**src/rtl/riscv_pkg.sv**
```systemverilog
// Shared encodings for the multi-cycle RV32I core: opcodes, FSM states and the
// select/control codes driven to Extend, the ALU and the datapath muxes.
package riscv_pkg;

  localparam int unsigned OP_W     = 7;
  localparam int unsigned F3_W     = 3;
  localparam int unsigned STATE_W  = 4;
  localparam int unsigned SEL_W    = 2;
  localparam int unsigned ALUCTL_W = 3;
  localparam int unsigned IMMSRC_W = 3;

  localparam logic [OP_W-1:0] LW     = 7'b0000011;
  localparam logic [OP_W-1:0] SW     = 7'b0100011;
  localparam logic [OP_W-1:0] RTYPE  = 7'b0110011;
  localparam logic [OP_W-1:0] ITYPE  = 7'b0010011;
  localparam logic [OP_W-1:0] BRANCH = 7'b1100011;
  localparam logic [OP_W-1:0] JAL    = 7'b1101111;
  localparam logic [OP_W-1:0] JALR   = 7'b1100111;
  localparam logic [OP_W-1:0] LUI    = 7'b0110111;

  typedef enum logic [STATE_W-1:0] {
    S_FETCH  = 4'd0,
    S_DECODE = 4'd1,
    S_MEMADR = 4'd2,
    S_MEMRD  = 4'd3,
    S_MEMWB  = 4'd4,
    S_MEMWR  = 4'd5,
    S_EXER   = 4'd6,
    S_EXEI   = 4'd7,
    S_ALUWB  = 4'd8,
    S_BRANCH = 4'd9,
    S_JAL    = 4'd10,
    S_JALR   = 4'd11,
    S_JALRPC = 4'd12,
    S_LUI    = 4'd13
  } state_t;

  typedef enum logic [IMMSRC_W-1:0] {
    IMM_I = 3'b000,
    IMM_S = 3'b001,
    IMM_B = 3'b010,
    IMM_U = 3'b011,
    IMM_J = 3'b100
  } imm_src_t;

  typedef enum logic [ALUCTL_W-1:0] {
    ALU_ADD = 3'b000,
    ALU_SUB = 3'b001,
    ALU_AND = 3'b010,
    ALU_OR  = 3'b011,
    ALU_SLT = 3'b101
  } alu_ctl_t;

  typedef enum logic [1:0] {
    ALUOP_ADD   = 2'b00,
    ALUOP_SUB   = 2'b01,
    ALUOP_FUNCT = 2'b10
  } alu_op_t;

  typedef enum logic [SEL_W-1:0] {
    RES_ALUOUT    = 2'b00,
    RES_MEMDATA   = 2'b01,
    RES_ALURESULT = 2'b10,
    RES_IMMEXT    = 2'b11
  } result_src_t;

  typedef enum logic [SEL_W-1:0] {
    SRCA_PC    = 2'b00,
    SRCA_OLDPC = 2'b01,
    SRCA_RD1   = 2'b10
  } src_a_t;

  typedef enum logic [SEL_W-1:0] {
    SRCB_RD2  = 2'b00,
    SRCB_IMM  = 2'b01,
    SRCB_FOUR = 2'b10
  } src_b_t;

  // True for every opcode the controller knows how to sequence.
  function automatic logic is_legal_op(input logic [OP_W-1:0] op);
    case (op)
      LW, SW, RTYPE, ITYPE, BRANCH, JAL, JALR, LUI: is_legal_op = 1'b1;
      default:                                      is_legal_op = 1'b0;
    endcase
  endfunction

endpackage

```
**src/rtl/alu_decoder.sv**
```systemverilog
// Maps the FSM's coarse ALU request plus the instruction's funct fields onto
// the ALU control code.
module alu_decoder
  import riscv_pkg::*;
(
  input  alu_op_t               alu_op,
  input  logic [F3_W-1:0]       funct3,
  input  logic                  op5,
  input  logic                  funct7b5,
  output logic [ALUCTL_W-1:0]   alu_control_c
);

  always_comb begin
    alu_control_c = ALU_ADD;
    case (alu_op)
      ALUOP_ADD: alu_control_c = ALU_ADD;
      ALUOP_SUB: alu_control_c = ALU_SUB;
      ALUOP_FUNCT: begin
        case (funct3)
          // funct7b5 only selects sub for register-register ops; addi ignores it.
          3'b000:  alu_control_c = (op5 & funct7b5) ? ALU_SUB : ALU_ADD;
          3'b010:  alu_control_c = ALU_SLT;
          3'b110:  alu_control_c = ALU_OR;
          3'b111:  alu_control_c = ALU_AND;
          default: alu_control_c = ALU_ADD;
        endcase
      end
      default: alu_control_c = ALU_ADD;
    endcase
  end

endmodule

```
**src/rtl/multicycle_controller.sv**
```systemverilog
// Control FSM for the multi-cycle RV32I core: sequences the shared ALU, memory
// port, register file and Extend block across the cycles of each instruction.
module multicycle_controller
  import riscv_pkg::*;
(
  input  logic                 clk,
  input  logic                 rst,
  input  logic [OP_W-1:0]      op,
  input  logic [F3_W-1:0]      funct3,
  input  logic                 funct7b5,
  input  logic                 zero,
  input  logic                 memReady,
  output logic                 pcWrite,
  output logic                 adrSrc,
  output logic                 memWrite,
  output logic                 irWrite,
  output logic                 regWrite,
  output logic [SEL_W-1:0]     resultSrc,
  output logic [SEL_W-1:0]     aluSrcA,
  output logic [SEL_W-1:0]     aluSrcB,
  output logic [ALUCTL_W-1:0]  aluControl,
  output logic [IMMSRC_W-1:0]  immSrc,
  output logic                 illegalOp
);

  state_t  state;
  state_t  state_next;
  alu_op_t alu_op;

  logic pc_write_c;
  logic mem_write_c;
  logic ir_write_c;
  logic reg_write_c;
  logic illegal_c;

  // State register; reset returns to FETCH and abandons any instruction in flight.
  always_ff @(posedge clk) begin
    if (rst) state <= S_FETCH;
    else     state <= state_next;
  end

  // Next-state logic.
  always_comb begin
    state_next = state;
    case (state)
      S_FETCH:  state_next = memReady ? S_DECODE : S_FETCH;
      S_DECODE: begin
        case (op)
          LW, SW:  state_next = S_MEMADR;
          RTYPE:   state_next = S_EXER;
          ITYPE:   state_next = S_EXEI;
          BRANCH:  state_next = S_BRANCH;
          JAL:     state_next = S_JAL;
          JALR:    state_next = S_JALR;
          LUI:     state_next = S_LUI;
          default: state_next = S_FETCH;
        endcase
      end
      S_MEMADR: state_next = (op == SW) ? S_MEMWR : S_MEMRD;
      S_MEMRD:  state_next = memReady ? S_MEMWB : S_MEMRD;
      S_MEMWB:  state_next = S_FETCH;
      S_MEMWR:  state_next = memReady ? S_FETCH : S_MEMWR;
      S_EXER:   state_next = S_ALUWB;
      S_EXEI:   state_next = S_ALUWB;
      S_ALUWB:  state_next = S_FETCH;
      S_BRANCH: state_next = S_FETCH;
      S_JAL:    state_next = S_ALUWB;
      S_JALR:   state_next = S_JALRPC;
      S_JALRPC: state_next = S_ALUWB;
      S_LUI:    state_next = S_FETCH;
      default:  state_next = S_FETCH;
    endcase
  end

  // Datapath control decode from the current state and IR fields.
  always_comb begin
    pc_write_c  = 1'b0;
    mem_write_c = 1'b0;
    ir_write_c  = 1'b0;
    reg_write_c = 1'b0;
    illegal_c   = 1'b0;
    adrSrc      = 1'b0;
    resultSrc   = RES_ALUOUT;
    aluSrcA     = SRCA_PC;
    aluSrcB     = SRCB_RD2;
    immSrc      = IMM_I;
    alu_op      = ALUOP_ADD;
    case (state)
      S_FETCH: begin
        aluSrcB    = SRCB_FOUR;
        resultSrc  = RES_ALURESULT;
        ir_write_c = memReady;
        pc_write_c = memReady;
      end
      S_DECODE: begin
        // Branch target is formed here so BRANCH only needs the compare.
        aluSrcA   = SRCA_OLDPC;
        aluSrcB   = SRCB_IMM;
        immSrc    = IMM_B;
        illegal_c = ~is_legal_op(op);
      end
      S_MEMADR: begin
        aluSrcA = SRCA_RD1;
        aluSrcB = SRCB_IMM;
        immSrc  = (op == SW) ? IMM_S : IMM_I;
      end
      S_MEMRD: adrSrc = 1'b1;
      S_MEMWB: begin
        resultSrc   = RES_MEMDATA;
        reg_write_c = 1'b1;
      end
      S_MEMWR: begin
        adrSrc      = 1'b1;
        mem_write_c = 1'b1;
      end
      S_EXER: begin
        aluSrcA = SRCA_RD1;
        aluSrcB = SRCB_RD2;
        alu_op  = ALUOP_FUNCT;
      end
      S_EXEI: begin
        aluSrcA = SRCA_RD1;
        aluSrcB = SRCB_IMM;
        immSrc  = IMM_I;
        alu_op  = ALUOP_FUNCT;
      end
      S_ALUWB: begin
        resultSrc   = RES_ALUOUT;
        reg_write_c = 1'b1;
      end
      S_BRANCH: begin
        aluSrcA    = SRCA_RD1;
        aluSrcB    = SRCB_RD2;
        alu_op     = ALUOP_SUB;
        resultSrc  = RES_ALUOUT;
        pc_write_c = zero ^ funct3[0];
      end
      S_JAL: begin
        aluSrcA    = SRCA_OLDPC;
        aluSrcB    = SRCB_FOUR;
        resultSrc  = RES_ALUOUT;
        immSrc     = IMM_J;
        pc_write_c = 1'b1;
      end
      S_JALR: begin
        aluSrcA = SRCA_RD1;
        aluSrcB = SRCB_IMM;
        immSrc  = IMM_I;
      end
      S_JALRPC: begin
        aluSrcA    = SRCA_OLDPC;
        aluSrcB    = SRCB_FOUR;
        resultSrc  = RES_ALUOUT;
        pc_write_c = 1'b1;
      end
      S_LUI: begin
        immSrc      = IMM_U;
        resultSrc   = RES_IMMEXT;
        reg_write_c = 1'b1;
      end
      default: ;
    endcase
  end

  // Enables are forced low while reset is held so nothing is written mid-abort.
  assign pcWrite   = pc_write_c  & ~rst;
  assign memWrite  = mem_write_c & ~rst;
  assign irWrite   = ir_write_c  & ~rst;
  assign regWrite  = reg_write_c & ~rst;
  assign illegalOp = illegal_c   & ~rst;

  alu_decoder u_alu_decoder (
    .alu_op        (alu_op),
    .funct3        (funct3),
    .op5           (op[5]),
    .funct7b5      (funct7b5),
    .alu_control_c (aluControl)
  );

endmodule

```
**config.mk**
```make
export PLATFORM = sky130hd
export DESIGN_NAME = multicycle_controller
export DESIGN_NICKNAME = d
export VERILOG_FILES = /design/src/rtl/riscv_pkg.sv /design/src/rtl/alu_decoder.sv /design/src/rtl/multicycle_controller.sv
export SDC_FILE = /design/constraint.sdc
export NUM_CORES = 1
export LEC_CHECK = 0
export ABC_CLOCK_PERIOD_IN_PS = 1900
export BUFFER_PORTS_ARGS = -buffer_cell sky130_fd_sc_hd__buf_2
export CORE_ASPECT_RATIO = 0.9
export CORE_MARGIN = 2
export CORE_UTILIZATION = 45
export DETAILED_ROUTE_END_ITERATION = 16
export PLACE_DENSITY = 0.76
export SETUP_SLACK_MARGIN = 0.15
export SYNTH_ARGS = -nofsm -noshare
export SYNTH_HDL_FRONTEND = slang
export SYNTH_SLANG_ARGS = --single-unit
```
**constraint.sdc**
```tcl
create_clock -name clk -period 1.9 [get_ports clk]
set_input_delay 0.095 -clock clk [delete_from_list [all_inputs] [get_ports clk]]
set_output_delay 0.095 -clock clk [all_outputs]
set_load 0.01 [all_outputs]
```
-- Word-level counts from Yosys, hierarchy flattened
Cells that the tools add are included.
- add/subtract/negate cells: 0
- $mul: 0
- divide/modulo/power cells: 0
- $lt $le $gt $ge: 0
- equal/unequal tests: 26
- shift operators: 0
- muxes and demuxes: 23
- bitwise operators: 9
- reductions and logical operators: 13
- operators by type and width (operator ; number):
    $pmux 4 s7 ; 2
    $eq 4x4->1 const B ; 6
    $pmux 3 s4 ; 2
    $eq 7x6->1 const B ; 3
    $eq 7x7->1 const B ; 3
    $eq 4x3->1 const B ; 4
    $pmux 2 s2 ; 3
    $mux 1 ; 10
    $mux 3 ; 3
    $reduce_or 3->1 ; 3
    $eq 4x2->1 const B ; 2
    $reduce_or 2->1 ; 4
    $reduce_or 4->1 ; 2
    $reduce_or 8->1 ; 1
    $eq 7x2->1 const B ; 1
    $eq 7x5->1 const B ; 1
    $and 1x1->1 ; 6
    $eq 3x3->1 const B ; 2
    $pmux 2 s3 ; 1
    $pmux 3 s2 ; 1
    $reduce_or 5->1 ; 1
    $eq 4x1->1 const B ; 1
    $logic_not 4->1 ; 1
    $eq 3x2->1 const B ; 1
    other kinds (6) ; 7
- bits in registers: 4
- latch bits: 0
- bits in writable memories: 0
- memory bits (read-only): 0
- output and inout bits: 18
- memories: 0

-- Logic depth before layout (Yosys ltp)
- depth after elaboration: 7
- mapped depth: 9

-- Cells and area by module
From an unflattened synthesis, not the netlist that was laid out.
- cells, all modules: 111
- area, all modules: 742.0 um^2
- modules (own cells, without submodules) (module ; instances ; cells each ; area an instance (um^2) ; sequential area each (um^2)):
    multicycle_controller ; 1 ; 100 ; 645.6 ; 80.1
    alu_decoder ; 1 ; 11 ; 96.3 ; 0.0

-- Worst setup path after synthesis
No wires, ideal clock.
- path kind: flip-flop to output port
- start: register state[1]
- end: output aluControl[2]
- data arrival time: 1.608 ns
- required time: 1.805 ns
- setup slack: 0.197 ns
- cell stages (with the launch flop): 7
- cells stage by stage: dfxtp_1 -> buf_2 -> buf_1 -> nand3_1 -> inv_1 -> ha_1 -> nor4_1
- cells in the longest elaborated chain, start to end: 5
- elaborated cells between the ends (all ways): 8
- ends and longest elaborated chain (item ; line ; text):
    from (decl) ; multicycle_controller.sv:26 ; state_t state;
    from (signal assigned) ; multicycle_controller.sv:39 ; else state <= state_next;
    $eq 4x3->1 ; multicycle_controller.sv:88 ; case (state)
    $reduce_or 2->1 (no line) ; - ;
    $pmux 2 s2 * ; multicycle_controller.sv:88 ;
    $eq 2x2->1 / $eq 2x1->1 (equally long branches) ; alu_decoder.sv:15 ; case (alu_op)
    $pmux 3 s2 * ; alu_decoder.sv:15 ;
    to (decl) ; multicycle_controller.sv:21 ; output logic [ALUCTL_W-1:0] aluControl,
Mark *: on every way between the ends. The rest lies on a longest branch, timed or not.

-- Worst setup path in the final report
- start: register state[0]
- end: output aluSrcB[0]
- cells in the longest elaborated chain, start to end: 3
- elaborated cells between the ends (all ways): 10
- ends and longest elaborated chain (item ; line ; text):
    $eq 4x1->1, or another cell as far along ; multicycle_controller.sv:88 ;
    $reduce_or 4->1 (no line) / $reduce_or 3->1 (equally long branches) ; - ;
    $pmux 2 s2 * ; multicycle_controller.sv:88 ;
    to (decl) ; multicycle_controller.sv:20 ; output logic [SEL_W-1:0] aluSrcB,
Marked as above.

==> results.yml <==
status:
  status: "complete, no violations"
setup_path:
  max_stage_delay_ps: 410
  r2r_slack_ps: 430
  path_max_fanout: 12
  rr_startpoint: "state[3]"
  critPathSlowestCell: "or3_1"
  ff2ff_path_depth: 4
  regToRegEndpoint: "state[2]"
  path_cells: "buf_4 > or3_1 > a21boi_1 > o21ai_1 > buf_2"
  cp-end-kind: "output pin"
  required_ps: 1800
  cp.arrival_ps: 1610
  startpoint_type: "register"
  criticalPathCategory: "register to output pin"
  cp_top_family: "simple AND/OR/NAND/NOR gates"
  crit_buf_inv: 2
route:
  via_per_inst: 5.81
  vias: 1035
  detail-route-antenna-nets: 0
  wl_per_cell_um: 13.2
  initialDrtViolationCount: 45
  drc: 0
  routed_wl_um: 2350
  dr.pass1.iters: 4
global_route:
  grt_start_max_net_pins: 15
  grt_pass1_wl_um: 3620
  grt_pass1_vias: 861
  track_usage: 0.245
  grt_antenna_before_repair: 0
  grt-ovfl-total: 0
synth:
  yosysSeqAreaShare: 0.105
  netlist_area_um2: 763
  avgSynthCellArea_um2: 6.64
  synth_seq_cells: 4
  syn_nets: 132
  syn_inst: 115
  synth_cell_types: 42
  yosys_warnings: 0
clock_tree:
  hold_buffers: 0
  cts_buffer_depth: 2
  cts_sinks: 4
  root_buffer: "clkbuf_4"
  cts_tree: "done"
  cts_buffers: 3
  path_clk_slew_ps: 40
  h-tree-depth: 1
  clock_latency_ps: 240
finish:
  largest-register: "state"
  drive_above_1_share: 0.383
  antenna_cells: 0
  num-fill-cells: 149
  stdcell_count: 178
  seqCellArea_um2: 92.6
  syn2layout_area_growth_pct: 37.0
  largest_register_ffs: 4
  design_area_mm2: 0.00105
  largestRegisters: "state x4"
  nNetsFinal: 173
  multi_input_area_um2: 629
  finish.utilization: 0.642
sta:
  skew_ps: 3.86
  slew_violations: 0
  fin_tns_setup_ps: 0
  layout_min_cycle_time_ps: 1700
  setup_viol: 0
  timing.hold.ws_ps: 171
  tightest_slew_ps: 473
  max-slew-margin-rel: 0.682
  finalWorstSetupSlack_ps: 196
  hold_violations: 0
  rsz0062_at_grt: "yes"
  timing.final.crit_share: 0.897
  fmax_mhz: 587
floorplanning:
  fp.dieArea_mm2: 0.00204
  rows: 14
  core-area_mm2: 0.00163
  die_x_um: 47.4
  pin_count: 33
  die_h_um: 43.1
  start_util: 0.469
job:
  max_cap_violations: 0
pwr:
  p_per_area_mw_per_mm2: 298
  power_mw: 0.312
  irDropWorstVdd_uv: 192
  p_leak_nw: 0.519
placement:
  dp_hpwl_um: 1700
  dp_slack_ps: 260
  dpl.cell_count: 172
  port_buffers: 32
  place_congestion: 0.847
  postPlaceCellArea_um2: 960
hold_path:
  hold_path.class: "input pin to register"
  whs_path_depth: 2
  min_from: "rst"
  hold_end: "state[3]"
[logic make-up (layout without fill, tap and decap cells)]
| group | count (synthesis) | count (layout) | synth area share |
|---|---|---|---|
| adders and majority gates | 2 | 2 | 0.0328 |
| muxes | 1 | 1 | 0.0131 |
| buffers and inverters | 15 | 54 | 0.105 |
| and+or+nand+nor | 59 | 59 | 0.430 |
| DFF | 4 | 4 | 0.105 |
| AOI/OAI and AO/OA | 29 | 29 | 0.257 |
| xor gates and xnor gates | 5 | 5 | 0.0574 |
[cells in the mapped netlist]
master / n / area share
xor2_1: 5 / 0.057
o21a_1: 1 / 0.0098
a31oi_1: 4 / 0.033
nand4bb_1: 1 / 0.015
buf_4: 1 / 0.0098
nor3_1: 8 / 0.052
a21o_1: 1 / 0.0098
and4b_1: 1 / 0.013
a21oi_1: 6 / 0.039
nor2b_1: 2 / 0.016
nand2_1: 9 / 0.044
mux2i_1: 1 / 0.013
inv_2: 2 / 0.0098
buf_6: 1 / 0.015
ha_1: 2 / 0.033
nor2_1: 14 / 0.069
a32oi_1: 1 / 0.011
clkbuf_8: 1 / 0.018
o211ai_1: 1 / 0.0098
o2111ai_1: 1 / 0.011
nand4b_1: 1 / 0.011
a21boi_1: 1 / 0.0098
o21ai_1: 5 / 0.033
buf_1: 1 / 0.0049
a2bb2oi_1: 1 / 0.011
and3_1: 3 / 0.025
nand4b_4: 1 / 0.031
nand3_1: 6 / 0.039
or3b_1: 1 / 0.011
dfxtp_1: 4 / 0.10
or3_1: 3 / 0.025
a211oi_1: 1 / 0.0098
buf_2: 2 / 0.013
a211o_1: 1 / 0.011
o22ai_1: 2 / 0.016
nand2b_1: 5 / 0.041
o32ai_1: 1 / 0.011
o311a_1: 1 / 0.013
nor4_1: 3 / 0.025
a31oi_2: 1 / 0.016
inv_1: 7 / 0.034
or2b_2: 1 / 0.011
[where the power goes]
| part | switching, mW | internal [mW] |
|---|---|---|
| sequential | 0.00386 | 0.0832 |
| combinational | 0.0632 | 0.0543 |
| clock | 0.0367 | 0.0708 |
[worst register-to-register path, delay by kind of cell (launching register included)]
family          cells  cell delay [ps]
simple gates        1              480
buf+inv             1              190
compound gates      2              400
flops               1              320
[metal layers]
| layer | GRT usage | share of wire | up-vias |
|---|---|---|---|
| met5 | 0 | 0 | - |
| met4 | 0.128 | 0.017 | 0 |
| met3 | 0.0340 | 0.057 | 4 |
| met2 | 0.384 | 0.48 | 45 |
| met1 | 0.313 | 0.44 | 481 |
| li1 | - | - | 505 |
[placed cells by master (no fill, tap or decap), types with 2 or more instances in the layout]
cell	Yosys	routed
buf_2	2	32
nor2_1	14	12
buf_4	1	10
nand2_1	9	9
nor3_1	8	8
inv_1	7	7
a21oi_1	6	6
nand3_1	6	6
o21ai_1	5	5
xor2_1	5	5
nand2b_1	5	5
a31oi_1	4	4
and3_1	3	3
or3_1	3	3
clkbuf_4	0	3
dfxtp_4	0	3
nor4_1	3	2
o22ai_1	2	2
[final cells by class]
class,count,area share
inverters,9,0.0347
well taps,24,0.0287
clock buffers,3,0.0215
repair buffers,42,0.225
multi-input cells,96,0.602
flip-flops and latches,4,0.0885
[what timing repair did]
item / 4_1_cts / 5_1_grt
hold endpoints to repair: 0 / 0
endpoints found under the setup margin: 6 / 6
gates cloned: 0 / 0
gates resized for setup: 4 / 11
buffers inserted: 0 / 3
pin swaps: 0 / 2
[how the worst max path moves through the flow]
stage,start,endpoint,slack [ps],cells after the start
after floorplan,state[1],aluControl[2],200,6
after global placement,state[0],aluControl[0],320,8
after detailed placement,state[0],aluControl[2],260,5
after CTS,state[2],aluSrcB[0],150,5
after global routing,state[0],aluControl[0],120,8
final,state[0],aluSrcB[0],200,5
Note: power is estimated with default switching activity, not from simulation.
